--- src/rtl/thread_register_file.sv ---
// Per-thread register file with three read-only identity registers and
// optional deferred load writeback (enabled by REGFILE_DEFERRED_WB_EN).
module thread_register_file #(
   parameter int BLOCK_ID  = 0,
   parameter int THREAD_ID = 0,
   parameter int DATA_BITS = 8,
   parameter int ADDR_BITS = 4
) (
   input  logic                 clk,
   input  logic                 reset,
   input  logic [7:0]           block_dim,
   input  logic [2:0]           core_state,
   input  logic                 decoded_reg_write_enable,
   input  logic [1:0]           decoded_reg_input_mux,
   input  logic [ADDR_BITS-1:0] decoded_rd_address,
   input  logic [ADDR_BITS-1:0] decoded_rs_address,
   input  logic [ADDR_BITS-1:0] decoded_rt_address,
   input  logic [DATA_BITS-1:0] decoded_immediate,
   input  logic [DATA_BITS-1:0] alu_out,
   input  logic [DATA_BITS-1:0] lsu_out,
   input  logic                 lsu_wb_valid,
   input  logic [ADDR_BITS-1:0] lsu_wb_address,
   input  logic [DATA_BITS-1:0] lsu_wb_data,
   output logic [DATA_BITS-1:0] rs,
   output logic [DATA_BITS-1:0] rt,
   output logic                 operand_hazard,
   output logic                 lsu_pending
);

   localparam int NUM_REGS = 2 ** ADDR_BITS;
   localparam int W_TOP    = NUM_REGS - 3;
   localparam logic [2:0] REQUEST = 3'b011;
   localparam logic [2:0] UPDATE  = 3'b110;

   typedef enum logic [1:0] {
      SRC_ARITH = 2'b00,
      SRC_MEM   = 2'b01,
      SRC_CONST = 2'b10,
      SRC_DEFER = 2'b11
   } src_e;

   logic [DATA_BITS-1:0] regs [W_TOP];
   logic [DATA_BITS-1:0] view [NUM_REGS];
   logic [DATA_BITS-1:0] bd_q;
   logic [DATA_BITS-1:0] write_src;
   logic [NUM_REGS-1:0]  pend_full;
   logic                 upd_en;
   logic                 upd_data_en;
   logic                 wb_en;
   logic                 rs_pend, rt_pend, rs_byp, rt_byp;

   // block_dim is refreshed every cycle, reset included
   always_ff @(posedge clk) begin
      bd_q <= DATA_BITS'(block_dim);
   end

   always_comb begin
      for (int i = 0; i < W_TOP; i++) view[i] = regs[i];
      view[NUM_REGS-3] = DATA_BITS'(BLOCK_ID);
      view[NUM_REGS-2] = bd_q;
      view[NUM_REGS-1] = DATA_BITS'(THREAD_ID);
   end

   always_comb begin
      write_src = alu_out;
      case (src_e'(decoded_reg_input_mux))
         SRC_ARITH: write_src = alu_out;
         SRC_MEM:   write_src = lsu_out;
         SRC_CONST: write_src = decoded_immediate;
         default:   write_src = alu_out;
      endcase
   end

   assign upd_en      = (core_state == REQUEST ? 1'b0 : core_state == UPDATE)
                        && decoded_reg_write_enable
                        && (decoded_rd_address < ADDR_BITS'(W_TOP));
   assign upd_data_en = upd_en && (decoded_reg_input_mux != SRC_DEFER);
   // Only a pending (hence writable) register accepts a load return
   assign wb_en       = lsu_wb_valid && pend_full[lsu_wb_address];

   // A non-deferred UPDATE to the same register overrides a simultaneous return
   always_ff @(posedge clk) begin
      if (reset) begin
         for (int i = 0; i < W_TOP; i++) regs[i] <= '0;
      end else begin
         for (int i = 0; i < W_TOP; i++) begin
            if (upd_data_en && decoded_rd_address == ADDR_BITS'(i))
               regs[i] <= write_src;
            else if (wb_en && lsu_wb_address == ADDR_BITS'(i))
               regs[i] <= lsu_wb_data;
         end
      end
   end

`ifdef REGFILE_DEFERRED_WB_EN
   logic [W_TOP-1:0] pending;

   // A DEFERRED UPDATE keeps the bit set even if an older load returns now
   always_ff @(posedge clk) begin
      if (reset) begin
         pending <= '0;
      end else begin
         for (int i = 0; i < W_TOP; i++) begin
            if (upd_en && decoded_rd_address == ADDR_BITS'(i))
               pending[i] <= (decoded_reg_input_mux == SRC_DEFER);
            else if (wb_en && lsu_wb_address == ADDR_BITS'(i))
               pending[i] <= 1'b0;
         end
      end
   end

   assign pend_full = {3'b000, pending};
`else
   assign pend_full = '0;
`endif

   always_comb begin
      rs_pend = pend_full[decoded_rs_address];
      rt_pend = pend_full[decoded_rt_address];
      rs_byp  = rs_pend && lsu_wb_valid && (lsu_wb_address == decoded_rs_address);
      rt_byp  = rt_pend && lsu_wb_valid && (lsu_wb_address == decoded_rt_address);
   end

   always_ff @(posedge clk) begin
      if (reset) begin
         rs             <= '0;
         rt             <= '0;
         operand_hazard <= 1'b0;
      end else if (core_state == REQUEST) begin
         rs             <= rs_byp ? lsu_wb_data : view[decoded_rs_address];
         rt             <= rt_byp ? lsu_wb_data : view[decoded_rt_address];
         operand_hazard <= (rs_pend && !rs_byp) || (rt_pend && !rt_byp);
      end
   end

   assign lsu_pending = |pend_full;

endmodule

--- config.mk ---
export PLATFORM = sky130hd
export DESIGN_NAME = thread_register_file
export DESIGN_NICKNAME = d
export VERILOG_FILES = /design/src/rtl/thread_register_file.sv
export SDC_FILE = /design/constraint.sdc
export NUM_CORES = 1
export LEC_CHECK = 0
export BUFFER_PORTS_ARGS = -buffer_cell sky130_fd_sc_hd__buf_2
export CORE_UTILIZATION = 33
export CTS_CLUSTER_DIAMETER = 40
export CTS_CLUSTER_SIZE = 24
export DETAILED_ROUTE_END_ITERATION = 8
export GPL_ROUTABILITY_DRIVEN = 0
export GPL_TIMING_DRIVEN = 1
export SYNTH_ARGS = -nofsm -noshare
export SYNTH_HDL_FRONTEND = slang
export SYNTH_SLANG_ARGS = --single-unit
--- constraint.sdc ---
create_clock -name clk -period 2.3 [get_ports clk]
set_input_delay 0.23 -clock clk [delete_from_list [all_inputs] [get_ports clk]]
set_output_delay 0.23 -clock clk [all_outputs]
set_load 0.02 [all_outputs]
==> key figures <==
Synth
  – Post-synth EDFFs: 104
  – Compound-Gate Fraction of Synth Area: 10.2%
  – Number of warning messages in the yosys log: 0
  – Dominant combinational cell family by area after synthesis: multiplexers
  – Yosys cell types: 45
  – Proportion of synthesized area in mux cells: 18.4%
  – Cells taking the most area after synthesis: sky130_fd_sc_hd__edfxtp_1 (48%), sky130_fd_sc_hd__mux4_2 (9.3%), sky130_fd_sc_hd__mux2i_1 (9.1%)
  – Post-Syn Instances: 526
  – Post-synthesis cell area: 6520 um2
  – Post-Synth XOR/XNOR Area: 0%
  – Post-synth top area share: 47.9%
  – Top cells by count, synth: sky130_fd_sc_hd__edfxtp_1 (104), sky130_fd_sc_hd__nor2_1 (101), sky130_fd_sc_hd__mux2i_1 (59)
  – Cell taking the most area after synthesis: sky130_fd_sc_hd__edfxtp_1
  – Synthesized-area fraction occupied by adder cells: 0.575%
  – Most used DFF post-synth: sky130_fd_sc_hd__edfxtp_1
  – Simple-gate share of the synthesized area: 11.2%
  – Async set or reset register ratio after synthesis: 0%
  – Count of state elements after synthesis: 128
  – Most numerous cell in the Yosys netlist: sky130_fd_sc_hd__edfxtp_1
  – Fraction of the yosys area taken by sequential cells: 55.2%
  – Post-Syn Area per Cell: 12.4 um2

Global route
  – Antenna violations before repair: 0
  – Largest net degree at the start of global routing: 34
  – First-pass GRT wire length: 28.0 mm
  – Via count of the first global-routing pass: 4807
  – Overall Global Routing Usage: 19.2%
  – Global route total overflow: 0

Final layout
  – Final design utilization: 40.3%
  – Diode insertion count for antenna repair: 0
  – Final instance count without filler cells: 882
  – Finished layout cell area: 7820 um2
  – Syn-to-layout area delta: 19.8%
  – Proportion of layout cells with a drive suffix above 1: 24.5%
  – Nets: 672

Clock network
  – CTS tree: built
  – Maximum clock insertion buffer count: 2
  – Setup fix buffers added after clock tree synthesis: 0
  – Num CTS Buffers: 17
  – Clock insertion delay at the later pin of the skew report: 0.42 ns
  – # clock sinks: 128
  – Depth of the CTS H-tree: 4
  – Post-CTS sizing: 0
  – CTS root buffer: sky130_fd_sc_hd__clkbuf_16
  – Clock-pin slew reported for the worst setup and hold paths after clock tree synthesis: 0.05 ns

Critical path
  – Crit. Startpoint: regs[0][53]
  – Critical path required time: 2.61 ns
  – Setup crit end kind: flip-flop
  – Kind of launch point of the worst setup path: flip-flop
  – Maximum fanout encountered on the critical timing path: 2
  – Type of the setup path with the least slack: reg2reg
  – Slowest-stage cell, CP: sky130_fd_sc_hd__mux4_2
  – Dominant cell type by count on the critical path: sky130_fd_sc_hd__mux4_2
  – CP cell instances: mux4_2 -> mux4_2 -> o31a_1
  – Stage delay of the slowest cell on the critical path: 0.53 ns
  – Depth of the worst register-to-register path: 3
  – Beginning of the worst register-to-register path: regs[0][53]
  – WP data arrival: 2.07 ns

STA
  – Unrepaired setup endpoints after global routing: false
  – Worst Skew: 0.00994 ns
  – Max Slew Vio Count: 0
  – Achievable frequency: 0.568 GHz
  – Min cycle time layout: 1.76 ns
  – Relative max-transition margin: 55.2%
  – Share of the clock period used by the worst path after layout: 76.5%
  – Worst Setup Slack, final: 0.540 ns
  – Final-layout worst hold slack: 0.0823 ns
  – Number of failing setup endpoints in the final timing report: 0
  – Worst Tran Pin Value: 0.662 ns
  – Setup TNS: 0 ns
  – Final hold violations: 0

Placed design
  – Placement Setup Slack: 0.256 ns
  – Port Buffer Count: 67
  – HPWL after detailed placement: 13.0 mm
  – Post-Place Cell Area: 7210 um2
  – Number of cells after detailed placement: 842

Power
  – Worst vdd rail ir drop: 0.530 mV
  – Switching power share of the total: 24.5%
  – Net switching power of the design: 1.43 mW
  – Share of power burned in combinational logic: 12.2%
  – Clock group share of total power: 40.9%
  – Internal power consumption: 4.40 mW
  – Post-route total power: 5.83 mW
  – Power density cells: 746 nW/um2
  – Leak pwr: 3.02 nW
  – Proportion of power drawn by flip-flops and latches: 46.9%

Run
  – Max-cap check violation count: 0

Floorplanning
  – Die area: 20300 um2
  – Die Height: 143 um
  – Initial Utilization: 33.6%
  – Chip width: 143 um
  – Count of boundary I/O pins: 83
  – Core region area: 19400 um2
  – Standard-cell rows: 51

Route
  – Number of search-and-repair iterations in the first detailed-routing pass: 5
  – Number of vias per cell: 5.40
  – Routed vias: 4759
  – Per-cell routed wire length: 21.2 um
  – 1st-iter DRT viols: 509
  – Detailed-route wire length: 18.7 mm
  – Post-detailed-route count of antenna-violating nets: 0
  – Final routed DRC violation total: 0

Hold path
  – Class of the tightest hold or removal check: in2reg
  – Hold_sp: core_state[2]
  – Number of stages on the worst hold path: 2

Outcome
  – Result of the run: complete, no violations
logic make-up after synthesis:
group                      Yosys count
AOI/OAI and AO/OA                   83
and+or+nand+nor                    161
buffers and inverters               64
DFF                                128
muxes                               86
other                                1
adders and majority gates            3
worst max-delay path: cells and delay by family, from the launching register on:
family          cells  cell delay [ns]
mux                 2             1.01
flops               1             0.39
compound gates      1             0.25
flip-flops by register name, indices dropped and copies added, names as in the netlist:
name / count
bd_q: 8
rt: 8
rs: 8
regs: 104
power groups by stage:
stage               sequential (mW)  combinational (mW)  clock [mW]
finish                         2.74               0.709        2.39
global route                   2.75               0.758        2.51
CTS                            2.73               0.706        2.41
detailed placement             2.78               0.694           0
global placement               2.77               0.680           0
floorplan                      2.76               0.453           0
path summary, 6_finish.rpt:
path,end,slack [ns]
min reg2reg,rs[2],0.49
min,rs[5],0.08
max reg2reg,rs[5],0.54
max,rs[5],0.54
layout make-up:
cell class / instances / area (um2)
clock buffer: 25 / 485
clock inverter: 7 / 37.5
fill: 1885 / 11600
inverter: 19 / 71.3
multi-input combinational: 335 / 2640
sequential: 128 / 3600
tap: 265 / 332
timing repair buffer: 103 / 651
routing by layer:
| metal | global-route usage (%) | part of all wire [%] | vias up |
|---|---|---|---|
| li1 | - | - | 2144 |
| met1 | 25.8 | 44 | 2376 |
| met2 | 30.8 | 47 | 216 |
| met3 | 4.31 | 7.5 | 23 |
| met4 | 6.23 | 1.5 | 0 |
| met5 | 0 | 0 | - |
cell usage in the layout, fill, tap and decap left out, drive strengths merged, types with 5 or more instances in the layout:
| master | n |
|---|---|
| nand3b | 5 |
| clkinv | 6 |
| o22ai | 8 |
| clkbuf | 25 |
| a22oi | 10 |
| dfxtp | 24 |
| a311oi | 7 |
| edfxtp | 104 |
| a211oi | 7 |
| o2bb2ai | 5 |
| mux4 | 27 |
| o211ai | 7 |
| dlygate4sd3 | 8 |
| a211o | 11 |
| mux2i | 59 |
| buf | 95 |
| nand2 | 11 |
| nor2 | 101 |
| inv | 19 |
| nand2b | 16 |
| o21bai | 7 |
| a221oi | 8 |
| nor2b | 6 |
| nor3 | 9 |
timing repair:
item	4_1_cts	5_1_grt
endpoints found under the setup margin	0	0
hold endpoints to repair	8	0
hold buffers	8	0
(Power assumes the default switching activity.)
